`config.mk`:
```
export PLATFORM = sky130hd
export DESIGN_NAME = alu_issue
export DESIGN_NICKNAME = d
export VERILOG_FILES = /design/src/rtl/alu_issue.sv
export SDC_FILE = /design/constraint.sdc
export NUM_CORES = 1
export LEC_CHECK = 0
export CAP_MARGIN = 0
export CORE_ASPECT_RATIO = 1.25
export CORE_UTILIZATION = 46
export CTS_BUF_LIST = sky130_fd_sc_hd__clkbuf_8 sky130_fd_sc_hd__clkbuf_16
export CTS_CLUSTER_DIAMETER = 100
export DETAILED_ROUTE_END_ITERATION = 16
export PLACE_DENSITY_LB_ADDON = 0.25
export SYNTH_ARGS = -nofsm -noshare
export SYNTH_HDL_FRONTEND = slang
export SYNTH_SLANG_ARGS = --single-unit
```
`constraint.sdc`:
```
create_clock -name clk -period 5.7 [get_ports clk]
set_input_delay 0.855 -clock clk [delete_from_list [all_inputs] [get_ports clk]]
set_output_delay 0.855 -clock clk [all_outputs]
set_load 0.02 [all_outputs]
```
`src/rtl/alu_issue.sv`:
```
// alu_issue: decodes one RISC-V ALU/branch request, drives an external ALU for a cycle and returns the response
module alu_issue #(
  parameter int REG_WIDTH = 32
) (
  input  logic                 clk,
  input  logic                 reset,
  input  logic                 req_valid,
  output logic                 req_ready,
  input  logic [6:0]           req_opcode,
  input  logic [2:0]           req_funct3,
  input  logic                 req_funct7b5,
  input  logic [REG_WIDTH-1:0] req_rs1,
  input  logic [REG_WIDTH-1:0] req_rs2,
  input  logic [REG_WIDTH-1:0] req_imm,
  output logic [REG_WIDTH-1:0] alu_in1,
  output logic [REG_WIDTH-1:0] alu_in2,
  output logic [3:0]           alu_control,
  input  logic [REG_WIDTH-1:0] alu_result,
  input  logic                 alu_zero,
  input  logic                 alu_sign,
  output logic                 rsp_valid,
  input  logic                 rsp_ready,
  output logic [REG_WIDTH-1:0] rsp_result,
  output logic                 rsp_taken,
  output logic                 rsp_illegal
);
  localparam int MSB = REG_WIDTH - 1;
  localparam logic [1:0] K_PLAIN = 2'd0, K_SLT = 2'd1, K_SLTU = 2'd2, K_BR = 2'd3;
  typedef enum logic [1:0] {IDLE, EXEC, RESP} state_t;
  state_t state, state_nx;
  logic is_r, is_i, is_b, ill, neg, shift;
  logic [REG_WIDTH-1:0] b, in2_nx;
  logic [3:0] ctrl_nx;
  logic [1:0] kind_nx, kind;
  logic [2:0] br_f3;
  logic ill_q, b_msb, a_msb, ovf, lt, ltu, taken;
  assign req_ready = state == IDLE;
  assign rsp_valid = state == RESP;
  // Decode the request into ALU control, operands and result kind; subtraction becomes ADD of the negated operand
  always_comb begin
    is_r = req_opcode == 7'b0110011;
    is_i = req_opcode == 7'b0010011;
    is_b = req_opcode == 7'b1100011;
    ill = !(is_r | is_i | is_b) | (is_b & req_funct3[2:1] == 2'b01);
    b = is_i ? req_imm : req_rs2;
    neg = is_b | req_funct3[2:1] == 2'b01 | (req_funct3 == 3'b000 & is_r & req_funct7b5);
    shift = req_funct3[1:0] == 2'b01;
    ctrl_nx = (ill | neg) ? 4'b0010 :
              req_funct3 == 3'b001 ? 4'b1000 :
              req_funct3 == 3'b101 ? {3'b101, req_funct7b5} :
              req_funct3 == 3'b100 ? 4'b0011 :
              req_funct3 == 3'b110 ? 4'b0001 :
              req_funct3 == 3'b111 ? 4'b0000 : 4'b0010;
    in2_nx = ill ? '0 : neg ? ~b + REG_WIDTH'(1) : shift ? {{(REG_WIDTH-5){1'b0}}, b[4:0]} : b;
    kind_nx = ill ? K_PLAIN : is_b ? K_BR : req_funct3 == 3'b010 ? K_SLT : req_funct3 == 3'b011 ? K_SLTU : K_PLAIN;
  end
  // Signed/unsigned compare and branch decision derived from the SUB result
  always_comb begin
    a_msb = alu_in1[MSB];
    ovf = (a_msb != b_msb) & (alu_result[MSB] != a_msb);
    lt = alu_sign ^ ovf;
    ltu = (a_msb != b_msb) ? b_msb : alu_sign;
    taken = br_f3[0] ^ (br_f3[2] ? (br_f3[1] ? ltu : lt) : alu_zero);
  end
  // State register
  always_ff @(posedge clk or posedge reset)
    if (reset) state <= IDLE;
    else state <= state_nx;
  // Next state: one EXEC cycle, then hold RESP until the consumer takes it
  always_comb begin
    state_nx = state;
    state_nx = state == IDLE ? (req_valid ? EXEC : IDLE) : state == EXEC ? RESP : (rsp_ready ? IDLE : RESP);
  end
  // Register the decoded request on accept, and the response at the end of EXEC
  always_ff @(posedge clk or posedge reset)
    if (reset) begin
      alu_in1 <= '0;
      alu_in2 <= '0;
      alu_control <= '0;
      kind <= K_PLAIN;
      br_f3 <= '0;
      ill_q <= 1'b0;
      b_msb <= 1'b0;
      rsp_result <= '0;
      rsp_taken <= 1'b0;
      rsp_illegal <= 1'b0;
    end else if (state == IDLE && req_valid) begin
      alu_in1 <= ill ? '0 : req_rs1;
      alu_in2 <= in2_nx;
      alu_control <= ctrl_nx;
      kind <= kind_nx;
      br_f3 <= req_funct3;
      ill_q <= ill;
      b_msb <= ill ? 1'b0 : b[MSB];
    end else if (state == EXEC) begin
      rsp_result <= ill_q ? '0 :
                    kind == K_SLT ? {{(REG_WIDTH-1){1'b0}}, lt} :
                    kind == K_SLTU ? {{(REG_WIDTH-1){1'b0}}, ltu} : alu_result;
      rsp_taken <= kind == K_BR & taken;
      rsp_illegal <= ill_q;
    end
endmodule
```
==> flow_summary.ini <==
[global_routing]
grt_pass1_vias = 5806
grt_max_degree = 81
grt_usage = 0.292
grt_first_pass_wirelength_um = 29600
antenna_found_initial = 0
overflow = 0

[routing]
drt-initial-drc-count = 373
routedWlPerCell_um = 19.5
drc_errors = 0
detail-route-antenna-nets = 0
routed_via_density = 5.92
wirelength_um = 19100
first_pass_iters = 5
via_count = 5776

[setup_path]
crit_type = in2reg
worst_r2r_endpoint = alu_in2[31]
end_kind = register
reg2regPathDepth = 7
critPathLaunch = req_opcode[2]
start_kind = input pin
path_max_fanout = 9
r2r_start = state[0]
required_ns = 5.89
cp.arrival_ns = 4.21
ff2ff_setup_slack_ns = 3.20

[synth]
avgSynthCellArea_sq_um = 10.0
ys_seq_elements = 110
syn_nets = 724
yosysWarnings = 0
synth_edf_count = 0
seq_area_frac_synth = 0.475
ys_top_cells_by_area = dfrtp_1 (47%), a22o_1 (9.7%), mux2i_1 (5.7%)
syn_inst = 578
synth_top_area_cell = dfrtp_1
ys.flop_type = dfrtp_1
syn_area_sq_um = 5800
synth_top_cell_area_share = 0.475
yosysUniqueCellTypes = 57
async_reset_ff_frac = 1.00

[cells_and_area]
postLayoutCoreUtil = 0.710
area_growth_pct = 49.6
drive_gt1_frac = 0.0480
fillCellCount = 954
fin_cells = 976
diodes = 0
nets = 953

[min_path]
min_path_cells = 2
min_from = alu_in2[14]
min_to = alu_in2[14]
hold_class = reg2reg

[sta]
tns_ns = 0
finalSetupViolCount = 0
finalHoldViolations = 0
max-slew-margin-rel = 0.365
post-route-min-period_ns = 4.02
fin_crit_sh = 0.706
rsz0062_at_grt = false
tightest_slew_ns = 0.953
clock_skew_ns = 0.0157
final_max_slew_viol_count = 0
fmax_mhz = 249

[floorplan]
start_util = 0.475
die_h_um = 128
coreArea_sq_um = 12200
ios = 249
die_x_um = 102
num_rows = 45
die_area_sq_um = 13100

[power_and_ir_drop]
power.density_nw_per_um2 = 237
ir_drop_uv = 147
leakagePower_nw = 3.54

[cts]
h-tree-depth = 3
cts_setup_buffers = 0
insertion_delay_ns = 0.34
clkSlewWorstSetupHoldPaths_ns = 0.07
ctsHoldBuffers = 0
clockRootBuffer = clkbuf_16
cts_tree = done
numCtsBuffers = 9
cts_resized = 0
cts_buffer_depth = 2
clkSinkCount = 110

[placed_design]
hpwl_um = 14600
dp.cells = 960
place_congestion = 0.983
port_buffers = 247

[job]
cap_viol_max_count = 0

[run_status]
status = complete, no violations
-- cells by family after synthesis --
| kind of cell | Yosys count | synth area share |
|---|---|---|
| xor gates and xnor gates | 23 | 0.0347 |
| buffers and inverters | 41 | 0.0332 |
| and+or+nand+nor | 185 | 0.166 |
| muxes | 33 | 0.0569 |
| AOI/OAI and AO/OA | 183 | 0.230 |
| adders and majority gates | 2 | 0.00388 |
| other | 1 | 0.000646 |
| DFF | 110 | 0.475 |
-- placed cells by master (no fill, tap or decap), types with 16 or more instances in the layout --
cell,netlist,final
o31ai_1,16,16
nor2_1,30,30
nand2_1,66,65
clkdlybuf4s50_1,0,247
nor4_1,16,16
dfrtp_1,110,110
o21ai_0,37,37
xor2_1,16,16
a22o_1,64,64
a21oi_1,27,27
mux2i_1,33,33
-- Yosys cell counts (4+ instances only) --
| library cell | n |
|---|---|
| a21oi_1 | 27 |
| a22o_1 | 64 |
| a31oi_1 | 7 |
| a32oi_1 | 5 |
| buf_4 | 4 |
| clkbuf_1 | 26 |
| dfrtp_1 | 110 |
| inv_1 | 6 |
| mux2i_1 | 33 |
| nand2_1 | 66 |
| nand2b_1 | 8 |
| nand3_1 | 9 |
| nand3b_1 | 5 |
| nand4_1 | 5 |
| nor2_1 | 30 |
| nor2b_1 | 4 |
| nor3_1 | 10 |
| nor4_1 | 16 |
| o21ai_0 | 37 |
| o31ai_1 | 16 |
| o41ai_1 | 4 |
| or3_1 | 9 |
| xnor2_1 | 7 |
| xor2_1 | 16 |
-- how the worst max path moves through the flow --
stage	to	cells past startpoint	slack, ns
after CTS	alu_in2[22]	12	1.72
after global placement	alu_in2[29]	9	1.53
after floorplan	alu_control[0]	1	1.94
after detailed placement	alu_in2[22]	12	1.37
final	alu_in2[20]	12	1.68
after global routing	alu_in2[29]	9	1.33
-- registers in the layout (all words and copies together) (netlist names) --
register,cells
alu_in1,32
alu_in2,32
rsp_result,32
alu_control,3
br_f3,3
kind,2
state,2
b_msb,1
ill_q,1
rsp_illegal,1
rsp_taken,1
-- layout make-up --
type / instances / area, sq um / share of cell area
multi-input cells: 427 / 2870 / 0.331
flip-flops and latches: 110 / 2750 / 0.317
repair buffers: 253 / 2520 / 0.290
clock buffers: 9 / 225 / 0.0260
well taps: 164 / 205 / 0.0236
clock inverters: 7 / 81.3 / 0.00937
inverters: 6 / 25.0 / 0.00288
-- critical path: stages --
cell and delay, ns:
clkdlybuf4s50_1 0.41, nand4bb_1 0.57, nor2_8 0.36, mux2i_1 0.27, ha_1 0.27, nand2b_1 0.09
nor4_1 0.20, mux2i_1 0.20, a21oi_1 0.48, a21oi_1 0.16, a32oi_1 0.25, o31ai_1 0.09
-- metrics by stage --
stage	instance area, sq um	power, mW	setup WS, ns	hold slack, ns
after floorplan	5800	1.14	1.94	0.447
after global placement	8370	1.41	1.53	0.467
after detailed placement	8370	1.42	1.37	0.469
after CTS	8680	2.06	1.72	0.485
after global routing	8680	2.14	1.33	0.511
final	8680	2.05	1.68	0.489
-- report_power, final --
part	total, mW	internal, mW	switching (mW)	leakage [nW]
sequential	0.874	0.836	0.0378	1.51
combinational	0.538	0.242	0.296	1.89
clock	0.642	0.347	0.295	0.145
-- layer usage --
metal	vias up	share of wire	global-route usage
li1	2646	-	-
met1	2781	0.38	0.346
met2	304	0.50	0.503
met3	45	0.089	0.0629
met4	0	0.031	0.124
met5	-	0	0
Note: power is estimated with default switching activity, not from simulation.
